==> src/rtl/symbol_interleaver_if.sv <==
// Symbol stream between the convolutional encoder, the block interleaver and
// the channel side. The encoder drives the master side and the interleaver
// uses the slave side.
interface symbol_interleaver_if;
    logic       valid_i;
    logic [1:0] d_in;
    logic       flush_i;
    logic       valid_o;
    logic [1:0] d_out;
    logic       sob_o;
    logic       busy_o;

    modport master (output valid_i, d_in, flush_i,
                    input  valid_o, d_out, sob_o, busy_o);
    modport slave  (input  valid_i, d_in, flush_i,
                    output valid_o, d_out, sob_o, busy_o);
endinterface

==> src/rtl/symbol_interleaver.sv <==
// Ping-pong block interleaver for 2-bit encoder symbols. Symbols are written
// row-major into one bank while the other bank drains column-major, one
// symbol per cycle. A flush zero-pads the partial block so it can drain.
module symbol_interleaver #(
    parameter int ROWS = 8,
    parameter int COLS = 8
) (
    input  logic                 clk,
    input  logic                 rst,
    symbol_interleaver_if.slave  bus
);
    localparam int B  = ROWS * COLS;
    localparam int AW = $clog2(B);
    localparam int RW = $clog2(ROWS);
    localparam int CW = $clog2(COLS);

    localparam logic [AW-1:0] LAST     = AW'(B - 1);
    localparam logic [RW-1:0] ROW_LAST = RW'(ROWS - 1);

    typedef enum logic {R_IDLE, R_DRAIN} rd_state_t;

    logic [1:0]    mem [2][B];
    logic          bank_sel;      // bank currently being written
    logic [AW-1:0] wr_cnt;
    logic [AW-1:0] wr_cnt_next;
    logic          pad_active;
    logic          pad_now;
    logic          wr_en;
    logic [1:0]    wr_data;
    logic          swap;

    rd_state_t     state;
    rd_state_t     state_next;
    logic [AW-1:0] rd_idx;
    logic [AW-1:0] rd_idx_next;
    logic [RW-1:0] rd_row;
    logic [RW-1:0] rd_row_next;
    logic [CW-1:0] rd_col;
    logic [CW-1:0] rd_col_next;
    logic [AW-1:0] rd_addr;
    logic          busy;

    // Write-side decode: once padding starts it overrides valid_i until the block fills.
    // NOTE: every signal assigned in an always_comb gets a default first, so no latch is inferred.
    always_comb begin
        pad_now     = pad_active || (bus.flush_i && (wr_cnt != '0));
        wr_en       = pad_now || bus.valid_i;
        wr_data     = pad_now ? 2'b00 : bus.d_in;
        swap        = wr_en && (wr_cnt == LAST);
        wr_cnt_next = wr_cnt;
        if (swap) begin
            wr_cnt_next = '0;
        end else if (wr_en) begin
            wr_cnt_next = wr_cnt + AW'(1);
        end
    end

    // Symbol storage for both banks.
    // NOTE: the banks have no reset; a block is always fully written before it is read.
    always_ff @(posedge clk) begin
        if (wr_en && !rst) begin
            mem[bank_sel][wr_cnt] <= wr_data;
        end
    end

    // Write counter, bank select and padding flag.
    // NOTE: sequential state uses non-blocking assignments so every register samples pre-edge values.
    always_ff @(posedge clk) begin
        if (rst) begin
            wr_cnt     <= '0;
            bank_sel   <= 1'b0;
            pad_active <= 1'b0;
        end else begin
            wr_cnt <= wr_cnt_next;
            if (swap) begin
                bank_sel   <= ~bank_sel;
                pad_active <= 1'b0;
            end else if (pad_now) begin
                pad_active <= 1'b1;
            end
        end
    end

    // Read FSM next state: drain B symbols column-major, restarting seamlessly on a swap.
    always_comb begin
        state_next  = state;
        rd_idx_next = rd_idx;
        rd_row_next = rd_row;
        rd_col_next = rd_col;
        case (state)
            R_IDLE: begin
                if (swap) begin
                    state_next  = R_DRAIN;
                    rd_idx_next = '0;
                    rd_row_next = '0;
                    rd_col_next = '0;
                end
            end
            R_DRAIN: begin
                if (rd_idx == LAST) begin
                    rd_idx_next = '0;
                    rd_row_next = '0;
                    rd_col_next = '0;
                    if (!swap) begin
                        state_next = R_IDLE;
                    end
                end else begin
                    rd_idx_next = rd_idx + AW'(1);
                    if (rd_row == ROW_LAST) begin
                        rd_row_next = '0;
                        rd_col_next = rd_col + CW'(1);
                    end else begin
                        rd_row_next = rd_row + RW'(1);
                    end
                end
            end
            default: state_next = R_IDLE;
        endcase
    end

    // Read FSM registers and the registered busy flag.
    always_ff @(posedge clk) begin
        if (rst) begin
            state  <= R_IDLE;
            rd_idx <= '0;
            rd_row <= '0;
            rd_col <= '0;
            busy   <= 1'b0;
        end else begin
            state  <= state_next;
            rd_idx <= rd_idx_next;
            rd_row <= rd_row_next;
            rd_col <= rd_col_next;
            busy   <= (wr_cnt_next != '0) || (state_next == R_DRAIN);
        end
    end

    assign rd_addr = AW'(rd_row) * AW'(COLS) + AW'(rd_col);

    // Output stage: the read bank is the one not being written; quiet zeros when idle.
    always_comb begin
        bus.valid_o = 1'b0;
        bus.sob_o   = 1'b0;
        bus.d_out   = 2'b00;
        if (state == R_DRAIN) begin
            bus.valid_o = 1'b1;
            bus.sob_o   = (rd_idx == '0);
            bus.d_out   = mem[~bank_sel][rd_addr];
        end
    end

    assign bus.busy_o = busy;
endmodule

==> src/flat_wrapper.sv <==
// flat-port wrapper written by rule: the top's interface ports become plain ports
module symbol_interleaver_flat 
#(
    parameter int ROWS = 8,
    parameter int COLS = 8
)
  (clk, rst, bus_valid_i, bus_d_in, bus_flush_i, bus_valid_o, bus_d_out, bus_sob_o, bus_busy_o);
  symbol_interleaver_if bus_i ();
  input  logic clk;
  input  logic rst;
  input wire logic [$bits(bus_i.valid_i)-1:0] bus_valid_i;
  input wire logic [$bits(bus_i.d_in)-1:0] bus_d_in;
  input wire logic [$bits(bus_i.flush_i)-1:0] bus_flush_i;
  output wire logic [$bits(bus_i.valid_o)-1:0] bus_valid_o;
  output wire logic [$bits(bus_i.d_out)-1:0] bus_d_out;
  output wire logic [$bits(bus_i.sob_o)-1:0] bus_sob_o;
  output wire logic [$bits(bus_i.busy_o)-1:0] bus_busy_o;
  assign bus_i.valid_i = bus_valid_i;
  assign bus_i.d_in = bus_d_in;
  assign bus_i.flush_i = bus_flush_i;
  assign bus_valid_o = bus_i.valid_o;
  assign bus_d_out = bus_i.d_out;
  assign bus_sob_o = bus_i.sob_o;
  assign bus_busy_o = bus_i.busy_o;
  symbol_interleaver #(.ROWS(ROWS), .COLS(COLS)) u_core (.clk(clk), .rst(rst), .bus(bus_i));
endmodule
==> config.mk <==
export PLATFORM = sky130hd
export DESIGN_NAME = symbol_interleaver_flat
export DESIGN_NICKNAME = d
export VERILOG_FILES = /design/src/rtl/symbol_interleaver_if.sv /design/src/rtl/symbol_interleaver.sv /design/src/flat_wrapper.sv
export SDC_FILE = /design/constraint.sdc
export NUM_CORES = 1
export LEC_CHECK = 0
export CAP_MARGIN = 20
export CORE_UTILIZATION = 35
export DETAILED_ROUTE_END_ITERATION = 10
export GPL_TIMING_DRIVEN = 0
export MAX_ROUTING_LAYER = met4
export PLACE_DENSITY = 0.57
export SETUP_SLACK_MARGIN = 0.5
export SYNTH_ARGS = -nofsm -noshare
export SYNTH_HDL_FRONTEND = slang
export SYNTH_SLANG_ARGS = --single-unit
export TNS_END_PERCENT = 5
==> constraint.sdc <==
create_clock -name clk -period 5 [get_ports clk]
set_clock_uncertainty 0.15 [all_clocks]
set_input_delay 0.5 -clock clk [delete_from_list [all_inputs] [get_ports clk]]
set_output_delay 0.5 -clock clk [all_outputs]
set_load 0.05 [all_outputs]
==> results.sh <==
export IMPL_status="finished, final reports clean"
export IMPL_synthSimpleGateAreaFrac_pct=11.3
export IMPL_crit_arrival_ns=3.77
export IMPL_synth_area_um2=12000
export IMPL_diodes=0
export IMPL_drt_iter0_drc=661
export IMPL_crit_path_max_fanout=10
export IMPL_cts_root_buffer="clkbuf_16"
export IMPL_place_hpwl_um=18900
export IMPL_synth_cell_types=61
export IMPL_cts_tree="done"
export IMPL_drv_slew=0
export IMPL_clock_latency_ns=0.55
export IMPL_synth_edff_count=256
export IMPL_synthXorXnorAreaFrac_pct=0.439
export IMPL_critPathMaxStageDelay_ns=0.75
export IMPL_grt_use_total_pct=17.3
export IMPL_multi_input_area_um2=3540
export IMPL_die_h_um=187
export IMPL_synth_nets=851
export IMPL_fin_util_pct=40.6
export IMPL_synthAdderAreaFrac_pct=0.732
export IMPL_grt_pass1_vias=7212
export IMPL_synth_area_leader_cell="edfxtp_1"
export IMPL_drive_gt1_share_pct=11.7
export IMPL_firstDrtPassIters=7
export IMPL_seq_area_um2=8130
export IMPL_synth_main_ff_cell="edfxtp_1"
export IMPL_fin_crit_ns=4.42
export IMPL_fillers=3112
export IMPL_via_count=7082
export IMPL_ys_warn_count=0
export IMPL_cts_made_buffers=30
export IMPL_area_delta_synth_final_pct=14.0
export IMPL_final_nets=894
export IMPL_synth_cells=838
export IMPL_grt_pass1_wl_um=43700
export IMPL_tightest_slew_ns=1.10
export IMPL_crit_family="buffers and inverters"
export IMPL_hold_violations=0
export IMPL_antenna_found_initial=0
export IMPL_worstSetupStartpointType="flop"
export IMPL_ys_seq_elements=278
export IMPL_syn_avg_cell_area_um2=14.3
export IMPL_dieWidth_um=187
export IMPL_postRouteAntennaNets=0
export IMPL_ios=11
export IMPL_drc=0
export IMPL_io_buffers=9
export IMPL_yosys_top_cells_area="edfxtp_1, mux2i_1, nor2_1"
export IMPL_cts_setup_buffers=0
export IMPL_power_leakage_nw=4.16
export IMPL_max_freq_ghz=0.226
export IMPL_hold_class="input pin to flop"
export IMPL_muxShareOfSynthArea_pct=12.0
export IMPL_hold_buffers=0
export IMPL_slowest_stage="clkdlybuf4s50_1"
export IMPL_relSlewSlack_pct=26.7
export IMPL_crit_type="flop to output port"
export IMPL_die_area_um2=34900
export IMPL_maxCapViolations=0
export IMPL_synth_top_family_by_area="multiplexers"
export IMPL_seq_area_frac_synth_pct=67.9
export IMPL_p_per_area_nw_per_um2=389
export IMPL_rsz0062_at_grt="true"
export IMPL_clk_pin_slew_ns=0.06
export IMPL_path_cells="and2b_1, clkbuf_1, clkbuf_1, a22oi_1, nand3_1, nand4_1, a22oi_1, o21ai_1, clkdlybuf4s50_1"
export IMPL_grt_ovfl_total=0
export IMPL_routed_wl_um=29300
export IMPL_num_rows=67
export IMPL_vdd_drop_max_uv=329
export IMPL_coreArea_um2=33600
export IMPL_worstSetupEndpointType="output port"
export IMPL_synth_top_area_share_pct=64.2
export IMPL_async_flop_share_pct=0
export IMPL_cp_num_buf_inv=3
export IMPL_grt_max_degree=85
export IMPL_cts_buffer_depth=3
export IMPL_finalCritPeriodShare_pct=88.3
export IMPL_synth_compound_area_share_pct=5.10
export IMPL_viasPerCell=5.24
export IMPL_tns_ns=0
export IMPL_globalplace_congestion=0.818
export IMPL_finalSetupViolCount=0
export IMPL_required_ns=4.35
export IMPL_wire_per_inst_um=21.7
export IMPL_htreeDepth=1
export IMPL_initial_core_util_pct=35.6
export IMPL_cts_sinks=278
==> synthesized netlist by cell type (6+ instances only) <==
library cell / instances
nor2_1: 151
a22oi_1: 24
clkbuf_1: 22
nand4_1: 9
nor3_1: 12
ha_1: 7
mux2i_1: 87
nor2b_1: 6
buf_4: 9
nand3_1: 30
mux2_2: 8
mux4_2: 15
buf_2: 10
nand2_1: 40
o21ai_0: 8
nand2b_1: 7
inv_1: 7
a21oi_1: 21
edfxtp_1: 256
dfxtp_1: 22
==> state kept, by name, summed over array words and instances (netlist names) <==
| name | cells |
|---|---|
| u_core.pad_active | 1 |
| u_core.bus.busy_o | 1 |
| u_core.wr_cnt | 6 |
| u_core.bank_sel | 1 |
| u_core.rd_col | 3 |
| u_core.rd_row | 3 |
| u_core.state | 1 |
| u_core.mem | 256 |
| u_core.rd_idx | 6 |
==> layout by cell type, fill, tap and decap left out, types with 8 or more instances in the layout <==
cell	netlist	routed
nor2_1	151	150
mux4_2	15	15
clkdlybuf4s50_1	0	8
nand2_1	40	40
nand3_1	30	30
clkbuf_1	22	31
mux2_2	8	8
o21ai_0	8	8
mux2i_1	87	87
clkbuf_16	0	31
nor3_1	12	12
a21oi_1	21	21
dfxtp_1	22	22
edfxtp_1	256	256
buf_4	9	9
nand4_1	9	9
buf_2	10	10
a22oi_1	24	24
==> through the flow <==
stage	setup slack, ns	instances	hold slack (ns)	cell area [µm²]	power [mW]
detailed placement	0.993	1297	0.346	12700	3.17
finish	0.585	1352	0.320	13600	5.30
global route	0.427	1352	0.340	13600	5.44
global placement	-0.670	1295	0.346	12600	3.19
floorplan	1.69	838	0.314	12000	2.97
CTS	0.550	1352	0.305	13600	5.34
==> area by class of cell <==
class	count	area share (%)
multi-input combinational	504	26.0
buffer	48	2.03
clock inverter	12	0.945
tap	448	4.11
timing repair buffer	11	0.973
sequential	278	59.6
clock buffer	43	6.17
inverter	8	0.220
==> kinds of logic (layout without fill, tap and decap cells) <==
group	Yosys count	in the layout
AND/OR/NAND/NOR	289	289
AO/OA/AOI/OAI	87	87
flip-flops	278	278
buffers and inverters	56	122
XOR/XNOR	6	6
adder cells (fa/ha/maj)	7	7
multiplexers	115	115
==> worst paths after layout <==
| path | start | end | slack, ns | depth (start not counted) |
|---|---|---|---|---|
| min reg2reg | u_core.rd_idx[2]$_SDFFE_PP0P_ | u_core.rd_idx[2]$_SDFFE_PP0P_ | 0.37 | 2 |
| max | u_core.rd_col[2]$_SDFFE_PP0P_ | bus_d_out[0] | 0.58 | 9 |
| max reg2reg | u_core.wr_cnt[0]$_SDFF_PP0_ | u_core.mem[0][14]$_DFFE_PP_ | 2.05 | 7 |
| min | rst | u_core.wr_cnt[0]$_SDFF_PP0_ | 0.32 | 2 |
==> per-layer routing <==
metal	part of all wire, %	track usage [%]	up-vias
met2	48	27.7	217
met4	3.6	6.05	0
met1	44	22.6	3533
met3	5.3	2.33	60
li1	-	-	3272
met5	0	-	-
==> power by group <==
part	total (mW)	switching, mW	leakage, nW	internal (mW)
clock network	2.18	0.866	0.474	1.31
registers	2.71	0.0166	2.50	2.69
logic	0.414	0.346	1.19	0.0679
total	5.30	1.23	4.16	4.07
==> repair_timing <==
item                                    in CTS  in global routing
resized for setup                            1                  3
endpoints found under the setup margin       2                  2
hold endpoints to repair                     0                  0
(Power assumes the default switching activity.)
